### src/rtl/clock_shield_pkg.sv
// Shared types for the clock-shield button path: event classes and per-button press states.
package clock_shield_pkg;

  typedef enum logic [1:0] {
    EV_SHORT  = 2'd0,
    EV_LONG   = 2'd1,
    EV_REPEAT = 2'd2
  } ev_type_e;

  typedef enum logic [1:0] {
    StIdle,
    StHeld,
    StAuto
  } btn_state_e;

endpackage

### src/rtl/button_event_arbiter_if.sv
// Valid/ready event stream from the button arbiter to the time-setting FSM.
interface button_event_arbiter_if #(
  parameter int unsigned N_BTN = 4
) ();
  localparam int unsigned IdxW = $clog2(N_BTN);

  logic            ev_valid;
  logic            ev_ready;
  logic [IdxW-1:0] ev_btn;
  logic [1:0]      ev_type;

  modport master (output ev_valid, output ev_btn, output ev_type, input ev_ready);
  modport slave  (input ev_valid, input ev_btn, input ev_type, output ev_ready);
endinterface

### src/rtl/button_event_arbiter_press_timer.sv
// Per-button hold classifier: turns down/up pulses plus ms ticks into SHORT/LONG/REPEAT strobes.
module press_timer
  import clock_shield_pkg::*;
#(
  parameter int unsigned LONG_MS   = 1000,
  parameter int unsigned REPEAT_MS = 200
) (
  input  logic     clk,
  input  logic     rst_n,
  input  logic     tick,
  input  logic     down,
  input  logic     up,
  output logic     held,
  output logic     ev_strobe,
  output ev_type_e ev_type
);
  localparam int unsigned CntMax = (LONG_MS > REPEAT_MS) ? LONG_MS : REPEAT_MS;
  localparam int unsigned CntW   = $clog2(CntMax + 1);
  localparam logic [CntW-1:0] LongLast = CntW'(LONG_MS - 1);
  localparam logic [CntW-1:0] RepLast  = CntW'(REPEAT_MS - 1);

  btn_state_e      state_q;
  logic [CntW-1:0] cnt_q;

  // Strobe is combinational so the pending slot captures it at the end of the cause cycle.
  always_comb begin
    ev_strobe = 1'b0;
    ev_type   = EV_SHORT;
    case (state_q)
      StHeld: begin
        if (up) begin
          ev_strobe = 1'b1;
          ev_type   = EV_SHORT;
        end else if (tick && cnt_q == LongLast) begin
          ev_strobe = 1'b1;
          ev_type   = EV_LONG;
        end
      end
      StAuto: begin
        if (!up && tick && cnt_q == RepLast) begin
          ev_strobe = 1'b1;
          ev_type   = EV_REPEAT;
        end
      end
      default: ;
    endcase
  end

  always_ff @(posedge clk or negedge rst_n) begin
    if (!rst_n) begin
      state_q <= StIdle;
      cnt_q   <= '0;
      held    <= 1'b0;
    end else begin
      case (state_q)
        StIdle: begin
          if (down && !up) begin
            state_q <= StHeld;
            cnt_q   <= '0;
            held    <= 1'b1;
          end
        end
        StHeld: begin
          if (up) begin
            state_q <= StIdle;
            held    <= 1'b0;
          end else if (tick) begin
            if (cnt_q == LongLast) begin
              state_q <= StAuto;
              cnt_q   <= '0;
            end else begin
              cnt_q <= cnt_q + CntW'(1);
            end
          end
        end
        StAuto: begin
          if (up) begin
            state_q <= StIdle;
            held    <= 1'b0;
          end else if (tick) begin
            cnt_q <= (cnt_q == RepLast) ? '0 : cnt_q + CntW'(1);
          end
        end
        default: begin
          state_q <= StIdle;
          held    <= 1'b0;
        end
      endcase
    end
  end

endmodule

### src/rtl/button_event_arbiter.sv
// Button event arbiter: ms prescaler, one press_timer per button, pending slots and a
// round-robin arbiter feeding a single registered valid/ready event stream.
module button_event_arbiter
  import clock_shield_pkg::*;
#(
  parameter int unsigned N_BTN     = 4,
  parameter int unsigned TICK_DIV  = 50000,
  parameter int unsigned LONG_MS   = 1000,
  parameter int unsigned REPEAT_MS = 200
) (
  input  logic                   clk,
  input  logic                   rst_n,
  input  logic [N_BTN-1:0]       btn_down,
  input  logic [N_BTN-1:0]       btn_up,
  output logic [N_BTN-1:0]       held,
  button_event_arbiter_if.master ev
);
  localparam int unsigned IdxW = $clog2(N_BTN);
  localparam int unsigned DivW = (TICK_DIV > 1) ? $clog2(TICK_DIV) : 1;
  localparam logic [DivW-1:0] DivLast = DivW'(TICK_DIV - 1);

  logic [DivW-1:0] pre_q;
  logic            tick;

  assign tick = (pre_q == DivLast);

  always_ff @(posedge clk or negedge rst_n) begin
    if (!rst_n)    pre_q <= '0;
    else if (tick) pre_q <= '0;
    else           pre_q <= pre_q + DivW'(1);
  end

  logic [N_BTN-1:0] strobe;
  ev_type_e         strobe_type [N_BTN];

  for (genvar g = 0; g < N_BTN; g++) begin : g_timer
    press_timer #(
      .LONG_MS   (LONG_MS),
      .REPEAT_MS (REPEAT_MS)
    ) u_press_timer (
      .clk       (clk),
      .rst_n     (rst_n),
      .tick      (tick),
      .down      (btn_down[g]),
      .up        (btn_up[g]),
      .held      (held[g]),
      .ev_strobe (strobe[g]),
      .ev_type   (strobe_type[g])
    );
  end

  logic [N_BTN-1:0] slot_v_q, slot_v_d;
  ev_type_e         slot_t_q [N_BTN];
  ev_type_e         slot_t_d [N_BTN];

  logic            valid_q;
  logic [IdxW-1:0] btn_q;
  ev_type_e        type_q;
  logic [IdxW-1:0] ptr_q, ptr_d;

  logic             load, any;
  logic [IdxW-1:0]  gidx, cand;
  int unsigned      idx;
  logic [N_BTN-1:0] grant;

  assign load = !valid_q || ev.ev_ready;

  // First pending slot at or after the pointer, wrapping modulo N_BTN.
  always_comb begin
    any  = 1'b0;
    gidx = '0;
    idx  = 0;
    cand = '0;
    for (int unsigned k = 0; k < N_BTN; k++) begin
      idx  = (32'(ptr_q) + k) % N_BTN;
      cand = IdxW'(idx);
      if (!any && slot_v_q[cand]) begin
        any  = 1'b1;
        gidx = cand;
      end
    end
    ptr_d = (gidx == IdxW'(N_BTN - 1)) ? '0 : gidx + IdxW'(1);
  end

  // Clear on grant first so a same-cycle write (even a REPEAT) lands in the freed slot.
  always_comb begin
    for (int unsigned i = 0; i < N_BTN; i++) begin
      grant[i]    = load && any && (gidx == IdxW'(i));
      slot_v_d[i] = slot_v_q[i] && !grant[i];
      slot_t_d[i] = slot_t_q[i];
      if (strobe[i] && (strobe_type[i] != EV_REPEAT || !slot_v_d[i])) begin
        slot_v_d[i] = 1'b1;
        slot_t_d[i] = strobe_type[i];
      end
    end
  end

  always_ff @(posedge clk or negedge rst_n) begin
    if (!rst_n) begin
      slot_v_q <= '0;
      for (int unsigned i = 0; i < N_BTN; i++) slot_t_q[i] <= EV_SHORT;
    end else begin
      slot_v_q <= slot_v_d;
      for (int unsigned i = 0; i < N_BTN; i++) slot_t_q[i] <= slot_t_d[i];
    end
  end

  always_ff @(posedge clk or negedge rst_n) begin
    if (!rst_n) begin
      valid_q <= 1'b0;
      btn_q   <= '0;
      type_q  <= EV_SHORT;
      ptr_q   <= '0;
    end else if (load) begin
      valid_q <= any;
      if (any) begin
        btn_q  <= gidx;
        type_q <= slot_t_q[gidx];
        ptr_q  <= ptr_d;
      end
    end
  end

  assign ev.ev_valid = valid_q;
  assign ev.ev_btn   = btn_q;
  assign ev.ev_type  = type_q;

endmodule

### src/flat_wrapper.sv
// flat-port wrapper written by rule: the top's interface ports become plain ports
module button_event_arbiter_flat import clock_shield_pkg::*;
#(
  parameter int unsigned N_BTN     = 4,
  parameter int unsigned TICK_DIV  = 50000,
  parameter int unsigned LONG_MS   = 1000,
  parameter int unsigned REPEAT_MS = 200
)
  (clk, rst_n, btn_down, btn_up, held, ev_ev_valid, ev_ev_btn, ev_ev_type, ev_ev_ready);
  button_event_arbiter_if #(.N_BTN(N_BTN)) ev_i ();
  input  logic clk;
  input  logic rst_n;
  input  logic [N_BTN-1:0] btn_down;
  input  logic [N_BTN-1:0] btn_up;
  output logic [N_BTN-1:0] held;
  output wire logic [$bits(ev_i.ev_valid)-1:0] ev_ev_valid;
  output wire logic [$bits(ev_i.ev_btn)-1:0] ev_ev_btn;
  output wire logic [$bits(ev_i.ev_type)-1:0] ev_ev_type;
  input wire logic [$bits(ev_i.ev_ready)-1:0] ev_ev_ready;
  assign ev_ev_valid = ev_i.ev_valid;
  assign ev_ev_btn = ev_i.ev_btn;
  assign ev_ev_type = ev_i.ev_type;
  assign ev_i.ev_ready = ev_ev_ready;
  button_event_arbiter #(.N_BTN(N_BTN), .TICK_DIV(TICK_DIV), .LONG_MS(LONG_MS), .REPEAT_MS(REPEAT_MS)) u_core (.clk(clk), .rst_n(rst_n), .btn_down(btn_down), .btn_up(btn_up), .held(held), .ev(ev_i));
endmodule
### config.mk
export PLATFORM = sky130hd
export DESIGN_NAME = button_event_arbiter_flat
export DESIGN_NICKNAME = d
export VERILOG_FILES = /design/src/rtl/clock_shield_pkg.sv /design/src/rtl/button_event_arbiter_if.sv /design/src/rtl/button_event_arbiter_press_timer.sv /design/src/rtl/button_event_arbiter.sv /design/src/flat_wrapper.sv
export SDC_FILE = /design/constraint.sdc
export NUM_CORES = 1
export LEC_CHECK = 0
export CAP_MARGIN = 20
export CORE_ASPECT_RATIO = 1.4
export CORE_MARGIN = 2
export CORE_UTILIZATION = 40
export DETAILED_ROUTE_END_ITERATION = 8
export GPL_ROUTABILITY_DRIVEN = 0
export MAX_ROUTING_LAYER = met4
export PLACE_DENSITY = 0.56
export SETUP_SLACK_MARGIN = 0.02
export SYNTH_ARGS = -nofsm -noshare
export SYNTH_HDL_FRONTEND = slang
export SYNTH_SLANG_ARGS = --single-unit
### constraint.sdc
create_clock -name clk -period 6.8 [get_ports clk]
set_clock_uncertainty 0.1 [all_clocks]
set_input_delay 0.68 -clock clk [delete_from_list [all_inputs] [get_ports clk]]
set_output_delay 0.68 -clock clk [all_outputs]
set_load 0.01 [all_outputs]
==> impl_metrics.tcl, run 1 <==
set metrics [dict create \
    vdd_ir_drop_max_mv 0.1306 \
    nFillCells 1193 \
    multiInputGateArea_mm2 0.002794 \
    via_count_of_the_first_global_routing_pass 3996 \
    drv_cap 0 \
    grt_first_pass_wirelength_um 18930 \
    chipWidth_um 99.67 \
    synth_enable_flop_cells 0 \
    met3RoutedLength_um 147 \
    critical_path.n_buffers_inverters 0 \
    routed.top_layer "met4" \
    synth_top_area_share 0.4248 \
    pin_count_of_the_biggest_net_entering_global_routing 76 \
    result_of_the_run "finished, final reports clean" \
    gr_util_all_layers 0.1758 \
    vias_per_cell 5.739 \
    postSynthAreaPerCell_um2 9.491 \
    period_needed_ns 2.661 \
    power.density_cell_area_mw_per_mm2 309.7 \
    initialDrtViolationCount 164 \
    die_y_um 137.9 \
    final_net_count 590 \
    met2WireLength_um 5674 \
    synth_top_cells_by_count "87 x dfrtp_1, 41 x o21ai_0, 40 x nor2_1, 39 x nand2_1, 27 x a22o_1" \
    yosysTopAreaCell "dfrtp_1" \
    antennaDiodeCount 0 \
    syn-cell-area_mm2 0.005125 \
    cts_hold_repair.buffers 0 \
    final.period_utilization 0.3913 \
    synth.yosys.seq_area_share 0.4248 \
    critical-path-max-stage-delay_ns 0.70 \
    post-route-drc-count 0 \
    cts_htree_levels 3 \
    timing.critical_path.max_delay_family "simple AND/OR/NAND/NOR gates" \
    final_hold_viol_count 0 \
    max_clock_freq_ghz 0.3758 \
    worst_path_max_delay_cell "and4_1" \
    grt_overflow 0 \
    rows 48 \
    worst_ep_required_time_ns 6.97 \
    hp-class "in2async" \
    netlist-cell-type-count 62 \
    worst_slew_margin_relative_to_its_limit 0.3678 \
    clockBufferDepth 2 \
    worstSkewPairLatency_ns 0.34 \
    worst-path-max-fanout 19 \
    fp.dieArea_mm2 0.01375 \
    post_route_core_utilization 0.4597 \
    synth_flop_cell "dfrtp_1" \
    register_bit_count_reported_by_yosys 87 \
    number_of_antenna_violations_at_the_first_check_in_global_routing 0 \
    dr_total_vias 4092 \
    fp.coreArea_mm2 0.01243 \
    yosysWarningCount 0 \
    synth_most_common_cell "dfrtp_1" \
    synthTopCellsByArea "dfrtp_1 42%, ha_1 5.1%, a22o_1 4.6%, o21ai_0 4.0%, nor2_1 2.9%" \
    clock_tree.root_cell "clkbuf_16" \
    initial_utilization 0.4122 \
    wirelength_um 11110 \
    critical_path_arrival_ns 2.83 \
    syn2layout_area_growth_pct 11.52 \
    ant_nets 0 \
    slew_viol_final 0 \
    cp_cell_sequence "ha_1 -> and3_1 -> and4_1 -> a21oi_2 -> or4_1 -> o21ai_1" \
    clock_pin_slew_of_the_registers_on_the_worst_case_setup_and_hold_paths_ns 0.06 \
    leakagePower_nw 2.507 \
    avgRoutedWirePerCell_um 15.58 \
    worst-setup-path-type "reg2reg" \
    ctsResizeCount 0 \
    syn-instance-count 540 \
    grt_setup_unrepaired "no" \
    end_kind "flop" \
    cts_tree "done" \
    tightest_slew_ns 0.9484 \
    synth_nets 572 \
    cts.sink_count 87 \
    setup_viol_count_final 0 \
    post-cts-setup-buffers 0 \
    totalNegativeSetupSlack_ns 0 \
    num_io_pins 20 \
    place_hpwl_um 7997 \
    ys_async_rst_share 1.000 \
    port_buffers 19 \
    worst_setup_path_start_kind "flop" \
    cts_made_buffers 9 \
    m1WireLength_um 5093 \
    report.power.total_w 0.001770 \
    regArea_mm2 0.002177 \
    detailedRoute.firstPassIterationCount 4 \
    post_route_cells_drive_above_1_share 0.08703 \
]
-- worst reg2reg max path, stage by stage (launching register included) --
cell	delay, ns
dfrtp_1	0.40
ha_1	0.23
and3_1	0.24
and4_1	0.70
a21oi_2	0.23
or4_1	0.56
o21ai_1	0.13
-- state kept, by name, summed over array words and instances, names as in the netlist --
| signal | count |
|---|---|
| u_core.ev.ev_btn | 2 |
| u_core.ev.ev_type | 2 |
| u_core.g_timer.u_press_timer.state_q | 8 |
| u_core.g_timer.u_press_timer.cnt_q | 40 |
| u_core.slot_t_q | 8 |
| u_core.ev.ev_valid | 1 |
| u_core.g_timer.u_press_timer.held | 4 |
| u_core.pre_q | 16 |
| u_core.slot_v_q | 4 |
| u_core.ptr_q | 2 |
-- through the flow --
stage                     setup slack [ns]  hold WS (ns)  cells  instance area (um^2)
after detailed placement             4.108        0.3820    697                  5436
after floorplan                      4.494        0.2844    540                  5125
after global routing                 3.902       0.08439    713                  5715
final                                4.139       0.08027    713                  5715
after CTS                            4.107       0.07890    713                  5715
after global placement               4.176        0.3799    697                  5436
-- power breakdown --
group          switching [W]  leakage [nW]  internal [W]
registers          0.0000800          1.15      0.000598
logic               0.000357          1.23      0.000265
clock network       0.000201         0.129      0.000268
-- cell usage in the layout, fill, tap and decap left out, types with 4 or more instances in the layout --
master	n
dfrtp_1	87
a21oi_1	20
nand2b_1	14
clkdlybuf4s50_1	18
mux2_2	9
nand3_1	24
nor2_1	40
ha_1	21
xnor2_1	6
or3_1	8
a32oi_1	4
o31ai_1	4
a22o_1	27
and2_1	6
a211o_1	4
or2_2	6
and3_1	13
nand2_1	39
o21ai_0	41
xor2_1	6
inv_1	22
clkbuf_16	9
nand4_1	11
a21o_1	7
nor2b_1	16
nor4_1	12
nor3_1	18
-- metal layers --
layer,global-route usage,vias to the layer above
li1,-,2042
met1,0.2147,2013
met2,0.2988,25
met3,0.02067,12
met4,0.06925,0
met5,-,-
-- path summary, 6_finish.rpt --
check | start | endpoint | slack, ns | cells past startpoint
setup / recovery | u_core.pre_q[0]$_DFF_PN0_ | u_core.g_timer[3].u_press_timer.cnt_q[9]$_DFFE_PN0P_ | 4.14 | 6
hold reg to reg | u_core.slot_t_q[5]$_DFFE_PN0P_ | u_core.slot_t_q[5]$_DFFE_PN0P_ | 0.39 | 1
min in group clk | u_core.slot_t_q[5]$_DFFE_PN0P_ | u_core.slot_t_q[5]$_DFFE_PN0P_ | 0.39 | 1
setup reg to reg | u_core.pre_q[0]$_DFF_PN0_ | u_core.g_timer[3].u_press_timer.cnt_q[9]$_DFFE_PN0P_ | 4.14 | 6
max in group asynchronous | rst_n | u_core.g_timer[0].u_press_timer.cnt_q[0]$_DFFE_PN0P_ | 5.34 | 2
hold / removal | rst_n | u_core.g_timer[1].u_press_timer.held$_DFFE_PN0P_ | 0.08 | 1
-- logic make-up after synthesis --
kind of cell,count (synthesis),share of synthesized area
xor+xnor,12,0.02051
flops,87,0.4248
mux,12,0.02564
compound gates,143,0.1948
simple gates,230,0.2529
fa+ha+maj,21,0.05127
buf+inv,35,0.03003
-- area by class of cell --
class	count	area share
multi-input cells	418	0.4888
flip-flops and latches	87	0.3809
clock buffers	14	0.04619
repair buffers	20	0.03415
well taps	150	0.03284
inverters	22	0.01445
clock inverters	2	0.002627
Note: power is estimated with default switching activity, not from simulation.
==> run 2, diff against run 1 <==
Settings changed: PLACE_DENSITY 0.56 to 0.58.
Clock period 6.8 ns to 2.1 ns, I/O delays scaled along.
==> impl_metrics.tcl, run 2 (synthesis gave the netlist of run 1 again) <==
set metrics [dict create \
    clockBufferDepth 2 \
    worst_ep_required_time_ns 2.22 \
    worst_setup_path_start_kind "flop" \
    via_count_of_the_first_global_routing_pass 4602 \
    critical_path_arrival_ns 2.33 \
    initial_utilization 0.4122 \
    max_clock_freq_ghz 0.4533 \
    drv_cap 0 \
    chipWidth_um 99.67 \
    setup_viol_count_final 6 \
    end_kind "flop" \
    grt_first_pass_wirelength_um 20780 \
    worst-setup-path-type "reg2reg" \
    rows 48 \
    cts_made_buffers 9 \
    biggestRegsByFlops "u_core.g_timer.u_press_timer.cnt_q (40), u_core.pre_q (16)" \
    gr_util_all_layers 0.1917 \
    vias_per_cell 5.601 \
    hp-class "in2async" \
    final_cell_mix "87 x dfrtp_1, 85 x buf_4, 38 x nand2_1, 35 x nor2_1, 35 x o21ai_0" \
    num_io_pins 20 \
    port_buffers 19 \
    totalNegativeSetupSlack_ns -0.3726 \
    detailedRoute.firstPassIterationCount 4 \
    number_of_antenna_violations_at_the_first_check_in_global_routing 0 \
    worst_slew_margin_relative_to_its_limit 0.6405 \
    final_net_count 682 \
    place_hpwl_um 8850 \
    post_route_cells_drive_above_1_share 0.2840 \
    vdd_ir_drop_max_mv 0.5394 \
    clock_tree.root_cell "clkbuf_16" \
    wirelength_um 12160 \
    setup_ws_ns -0.1058 \
    antennaDiodeCount 0 \
    p_sw_frac 0.3520 \
    result_of_the_run "finished, violations left" \
    final.period_utilization 1.050 \
    syn2layout_area_growth_pct 32.37 \
    ant_nets 0 \
    largest_register "u_core.g_timer.u_press_timer.cnt_q" \
    clockPowerShare 0.230 \
    cp_cell_sequence "buf_6 -> mux2i_4 -> nor2_4 -> nor3_4 -> ha_2 -> a21bo_4 -> a21oi_2 -> or3_1 -> a32o_1" \
    critical-path-max-stage-delay_ns 0.41 \
    tightest_slew_ns 0.5351 \
    fp.coreArea_mm2 0.01243 \
    fp.dieArea_mm2 0.01375 \
    numPlacedInstances 773 \
    worst-path-max-fanout 4 \
    avgRoutedWirePerCell_um 15.10 \
    post_dp_cell_area_mm2 0.006043 \
    nFillCells 1105 \
    worstSkewPairLatency_ns 0.34 \
    post-route-drc-count 0 \
    power_report.internal_total_w 0.004508 \
    clock_pin_slew_of_the_registers_on_the_worst_case_setup_and_hold_paths_ns 0.06 \
    cts_htree_levels 3 \
    largest_register_ffs 40 \
    power.density_cell_area_mw_per_mm2 1025 \
    worst_hold_slack_ns 0.2743 \
    die_y_um 137.9 \
    grt_overflow 0 \
    leakagePower_nw 3.008 \
    final_area_mm2 0.006784 \
    pin_count_of_the_biggest_net_entering_global_routing 37 \
    slew_viol_final 0 \
    grt_setup_unrepaired "yes" \
    pwr-share-comb 0.456 \
    cts_tree "done" \
    final_hold_viol_count 0 \
    period_needed_ns 2.206 \
    dr_total_vias 4509 \
    report.power.total_w 0.006956 \
    worst_path_max_delay_cell "dfrtp_1" \
    power_switching_w 0.002449 \
    initialDrtViolationCount 140 \
    final_common_cell "dfrtp_1" \
    stdcell_count 805 \
    cts.sink_count 87 \
    violated_checks "setup timing" \
    share_seq_of_total_power 0.314 \
]
[run 2: through the flow]
stage	worst slack [ns]	utilization
3_3_place_gp	-0.04709	0.4861
5_1_grt	-0.1959	0.5457
2_1_floorplan	-0.1006	-
4_1_cts	-0.06096	0.5232
3_5_place_dp	-0.07549	0.4861
6_report	-0.1058	0.5457
[run 2: worst max-delay path, delay by kind of cell (launching register included)]
| kind | cells | cell delay (ns) |
|---|---|---|
| and+or+nand+nor | 3 | 0.60 |
| adders and majority gates | 1 | 0.21 |
| muxes | 1 | 0.26 |
| DFF | 1 | 0.41 |
| AOI/OAI and AO/OA | 3 | 0.38 |
| buffers and inverters | 1 | 0.13 |
[run 2: worst paths after layout]
path	startpoint	endpoint	slack [ns]	cells after the start
max	u_core.ptr_q[1]$_DFFE_PN0P_	u_core.slot_t_q[4]$_DFFE_PN0P_	-0.11	9
min	rst_n	u_core.g_timer[2].u_press_timer.cnt_q[1]$_DFFE_PN0P_	0.27	2
max reg2reg	u_core.ptr_q[1]$_DFFE_PN0P_	u_core.slot_t_q[4]$_DFFE_PN0P_	-0.11	9
min reg2reg	u_core.ev.ev_btn[1]$_DFFE_PN0P_	u_core.ev.ev_btn[1]$_DFFE_PN0P_	0.38	2
max in group asynchronous	rst_n	u_core.g_timer[3].u_press_timer.cnt_q[5]$_DFFE_PN0P_	1.03	3
min in group clk	u_core.ev.ev_btn[1]$_DFFE_PN0P_	u_core.ev.ev_btn[1]$_DFFE_PN0P_	0.38	2
[run 2: timing repair]
item / 4_1_cts / 5_1_grt
gates cloned: 1 / 0
setup endpoints to repair: 31 / 49
hold buffers: 1 / 0
hold endpoints to repair: 34 / 0
buffers inserted: 7 / 9
gates resized for setup: 21 / 49
pin swaps: 9 / 15
[run 2: layout make-up]
type,count,area (um^2),share of cell area
clock buffer,12,246.5,0.03633
inverter,22,85.08,0.01254
timing repair buffer,112,957.2,0.1411
tap,150,187.7,0.02767
multi-input combinational,418,3085,0.4548
clock inverter,4,45.04,0.006640
sequential,87,2177,0.3209
[run 2: routing by layer]
| layer | GRT usage | routed length (um) | vias up |
|---|---|---|---|
| li1 | - | - | 2221 |
| met1 | 0.2194 | 5166 | 2216 |
| met2 | 0.3378 | 6452 | 56 |
| met3 | 0.02974 | 309 | 16 |
| met4 | 0.07458 | 228 | 0 |
| met5 | - | 0 | - |
[run 2: power groups by stage]
| stage | logic, W | registers [W] | clock network [W] |
|---|---|---|---|
| floorplan | 0.00157 | 0.00216 | 0 |
| global placement | 0.00253 | 0.00216 | 0 |
| detailed placement | 0.00257 | 0.00218 | 0 |
| CTS | 0.00278 | 0.00216 | 0.00165 |
| global route | 0.00348 | 0.00221 | 0.00171 |
| finish | 0.00317 | 0.00218 | 0.00160 |
==> run 3, diff against run 2 <==
Settings changed: GPL_ROUTABILITY_DRIVEN 0 to default.
==> impl_metrics.tcl, run 3 (synthesis gave the netlist of run 1 again) <==
set metrics [dict create \
    worst_slew_margin_relative_to_its_limit 0.6098 \
    final_net_count 683 \
    violated_checks "setup timing" \
    syn2layout_area_growth_pct 35.08 \
    via_count_of_the_first_global_routing_pass 4453 \
    gr_util_all_layers 0.1910 \
    leakagePower_nw 3.012 \
    fp.dieArea_mm2 0.01375 \
    setup_viol_count_final 4 \
    chipWidth_um 99.67 \
    ant_nets 0 \
    share_seq_of_total_power 0.300 \
    place_hpwl_um 8742 \
    clockPowerShare 0.245 \
    cts_made_buffers 9 \
    wirelength_um 12760 \
    cp_cell_sequence "and3b_1 -> or2_4 -> nor3_4 -> ha_2 -> a21bo_4 -> a21oi_2 -> or3_1 -> a32o_1" \
    end_kind "flop" \
    post_dp_cell_area_mm2 0.006043 \
    power_switching_w 0.002576 \
    power.density_cell_area_mw_per_mm2 1055 \
    final_cell_mix "85 x dfrtp_1, 83 x buf_4, 37 x nand2_1, 34 x nor2_1, 27 x a22o_1" \
    clockBufferDepth 2 \
    result_of_the_run "finished, violations left" \
    cts.sink_count 87 \
    cts_htree_levels 3 \
    setup_ws_ns -0.1537 \
    tightest_slew_ns 0.5809 \
    antennaDiodeCount 0 \
    die_y_um 137.9 \
    gp_routability_congestion 0.8820 \
    worst_setup_path_start_kind "flop" \
    num_io_pins 20 \
    pin_count_of_the_biggest_net_entering_global_routing 38 \
    clock_pin_slew_of_the_registers_on_the_worst_case_setup_and_hold_paths_ns 0.06 \
    worst_path_max_delay_cell "dfrtp_1" \
    slew_viol_final 0 \
    worst-path-max-fanout 4 \
    largest_register "u_core.g_timer.u_press_timer.cnt_q" \
    initial_utilization 0.4122 \
    post_route_core_utilization 0.5569 \
    grt_first_pass_wirelength_um 20500 \
    critical-path-max-stage-delay_ns 0.42 \
    worst_hold_slack_ns 0.2720 \
    worst_ep_required_time_ns 2.24 \
    vdd_ir_drop_max_mv 0.5568 \
    p_sw_frac 0.3526 \
    number_of_antenna_violations_at_the_first_check_in_global_routing 0 \
    post-route-drc-count 0 \
    rows 48 \
    post-place-ws_ns -0.1101 \
    biggestRegsByFlops "u_core.g_timer.u_press_timer.cnt_q (40), u_core.pre_q (16)" \
    power_report.internal_total_w 0.004730 \
    clock_tree.root_cell "clkbuf_16" \
    worst-setup-path-type "reg2reg" \
    critical_path_arrival_ns 2.39 \
    largest_register_ffs 40 \
    grt_setup_unrepaired "yes" \
    cts_tree "done" \
    avgRoutedWirePerCell_um 15.83 \
    final.period_utilization 1.073 \
    final_area_mm2 0.006923 \
    detailedRoute.firstPassIterationCount 4 \
    final_hold_viol_count 0 \
    drv_cap 0 \
    grt_overflow 0 \
    pwr-share-comb 0.455 \
    max_clock_freq_ghz 0.4437 \
    port_buffers 19 \
    fp.coreArea_mm2 0.01243 \
    hp-class "in2async" \
    worstSkewPairLatency_ns 0.35 \
    post_route_cells_drive_above_1_share 0.3155 \
    stdcell_count 806 \
    initialDrtViolationCount 194 \
    period_needed_ns 2.254 \
    numPlacedInstances 773 \
    final_common_cell "dfrtp_1" \
    dr_total_vias 4543 \
    vias_per_cell 5.636 \
]
## run 3: changes by cell type in the layout (fill, tap and decap cells not counted), sizes merged
| cell | before | now |
|---|---|---|
| nor2 | 43 | 44 |
| clkbuf | 12 | 11 |
| buf | 92 | 93 |
| bufbuf | 1 | 0 |
| clkinvlp | 0 | 2 |
| bufinv | 1 | 2 |
| clkinv | 3 | 1 |
## run 3: layout make-up
cell class | instances | area (um^2)
clock buffer | 11 | 252.7
clock inverter | 5 | 80.08
fill | 1072 | 5509
inverter | 22 | 82.58
multi-input combinational | 419 | 3187
sequential | 87 | 2180
tap | 150 | 187.7
timing repair buffer | 112 | 953.4
## run 3: through the flow
stage	power [W]	TNS [ns]
after global routing	0.007739	-0.9009
final	0.007306	-0.4630
after global placement	0.004688	-0.04478
after floorplan	0.003729	-0.1306
after CTS	0.006705	-0.05952
after detailed placement	0.004751	-0.3064
## run 3: worst paths after layout
| kind | depth (start not counted) | start | slack (ns) | to |
|---|---|---|---|---|
| worst max register to register | 8 | u_core.slot_v_q[3]$_DFF_PN0_ | -0.15 | u_core.slot_t_q[4]$_DFFE_PN0P_ |
| min in group clk | 2 | u_core.ev.ev_type[0]$_DFFE_PN0P_ | 0.39 | u_core.ev.ev_type[0]$_DFFE_PN0P_ |
| worst max-delay path | 8 | u_core.slot_v_q[3]$_DFF_PN0_ | -0.15 | u_core.slot_t_q[4]$_DFFE_PN0P_ |
| worst min register to register | 2 | u_core.ev.ev_type[0]$_DFFE_PN0P_ | 0.39 | u_core.ev.ev_type[0]$_DFFE_PN0P_ |
| worst min-delay path | 2 | rst_n | 0.27 | u_core.g_timer[2].u_press_timer.cnt_q[0]$_DFFE_PN0P_ |
| max in group asynchronous | 3 | rst_n | 1.01 | u_core.g_timer[2].u_press_timer.cnt_q[5]$_DFFE_PN0P_ |
## run 3: repair_timing
action,CTS,global route
cloned,1,2
buffers inserted,4,10
endpoints found under the hold margin,34,0
hold buffers,1,0
endpoints found under the setup margin,28,52
pin swaps,10,36
resized for setup,23,82
## run 3: worst max-delay path: cells and delay by family (launching register included)
kind                       cells  cell delay [ns]
adders and majority gates      1             0.21
DFF                            1             0.42
and+or+nand+nor                4             1.02
AOI/OAI and AO/OA              3             0.38
## run 3: power by group through the flow
stage | registers, W | logic [W] | clock network [W]
detailed placement | 0.00219 | 0.00256 | 0
global route | 0.00223 | 0.00361 | 0.00189
floorplan | 0.00216 | 0.00157 | 0
finish | 0.00219 | 0.00333 | 0.00179
global placement | 0.00217 | 0.00252 | 0
CTS | 0.00217 | 0.00272 | 0.00181
## run 3: layer usage
layer  GRT usage  wire length, um  vias to the layer above
met5           -                0                        -
met4     0.05936              196                        0
met3     0.03427              306                       20
met2      0.3311             6728                       59
met1      0.2267             5525                     2242
li1            -                -                     2222
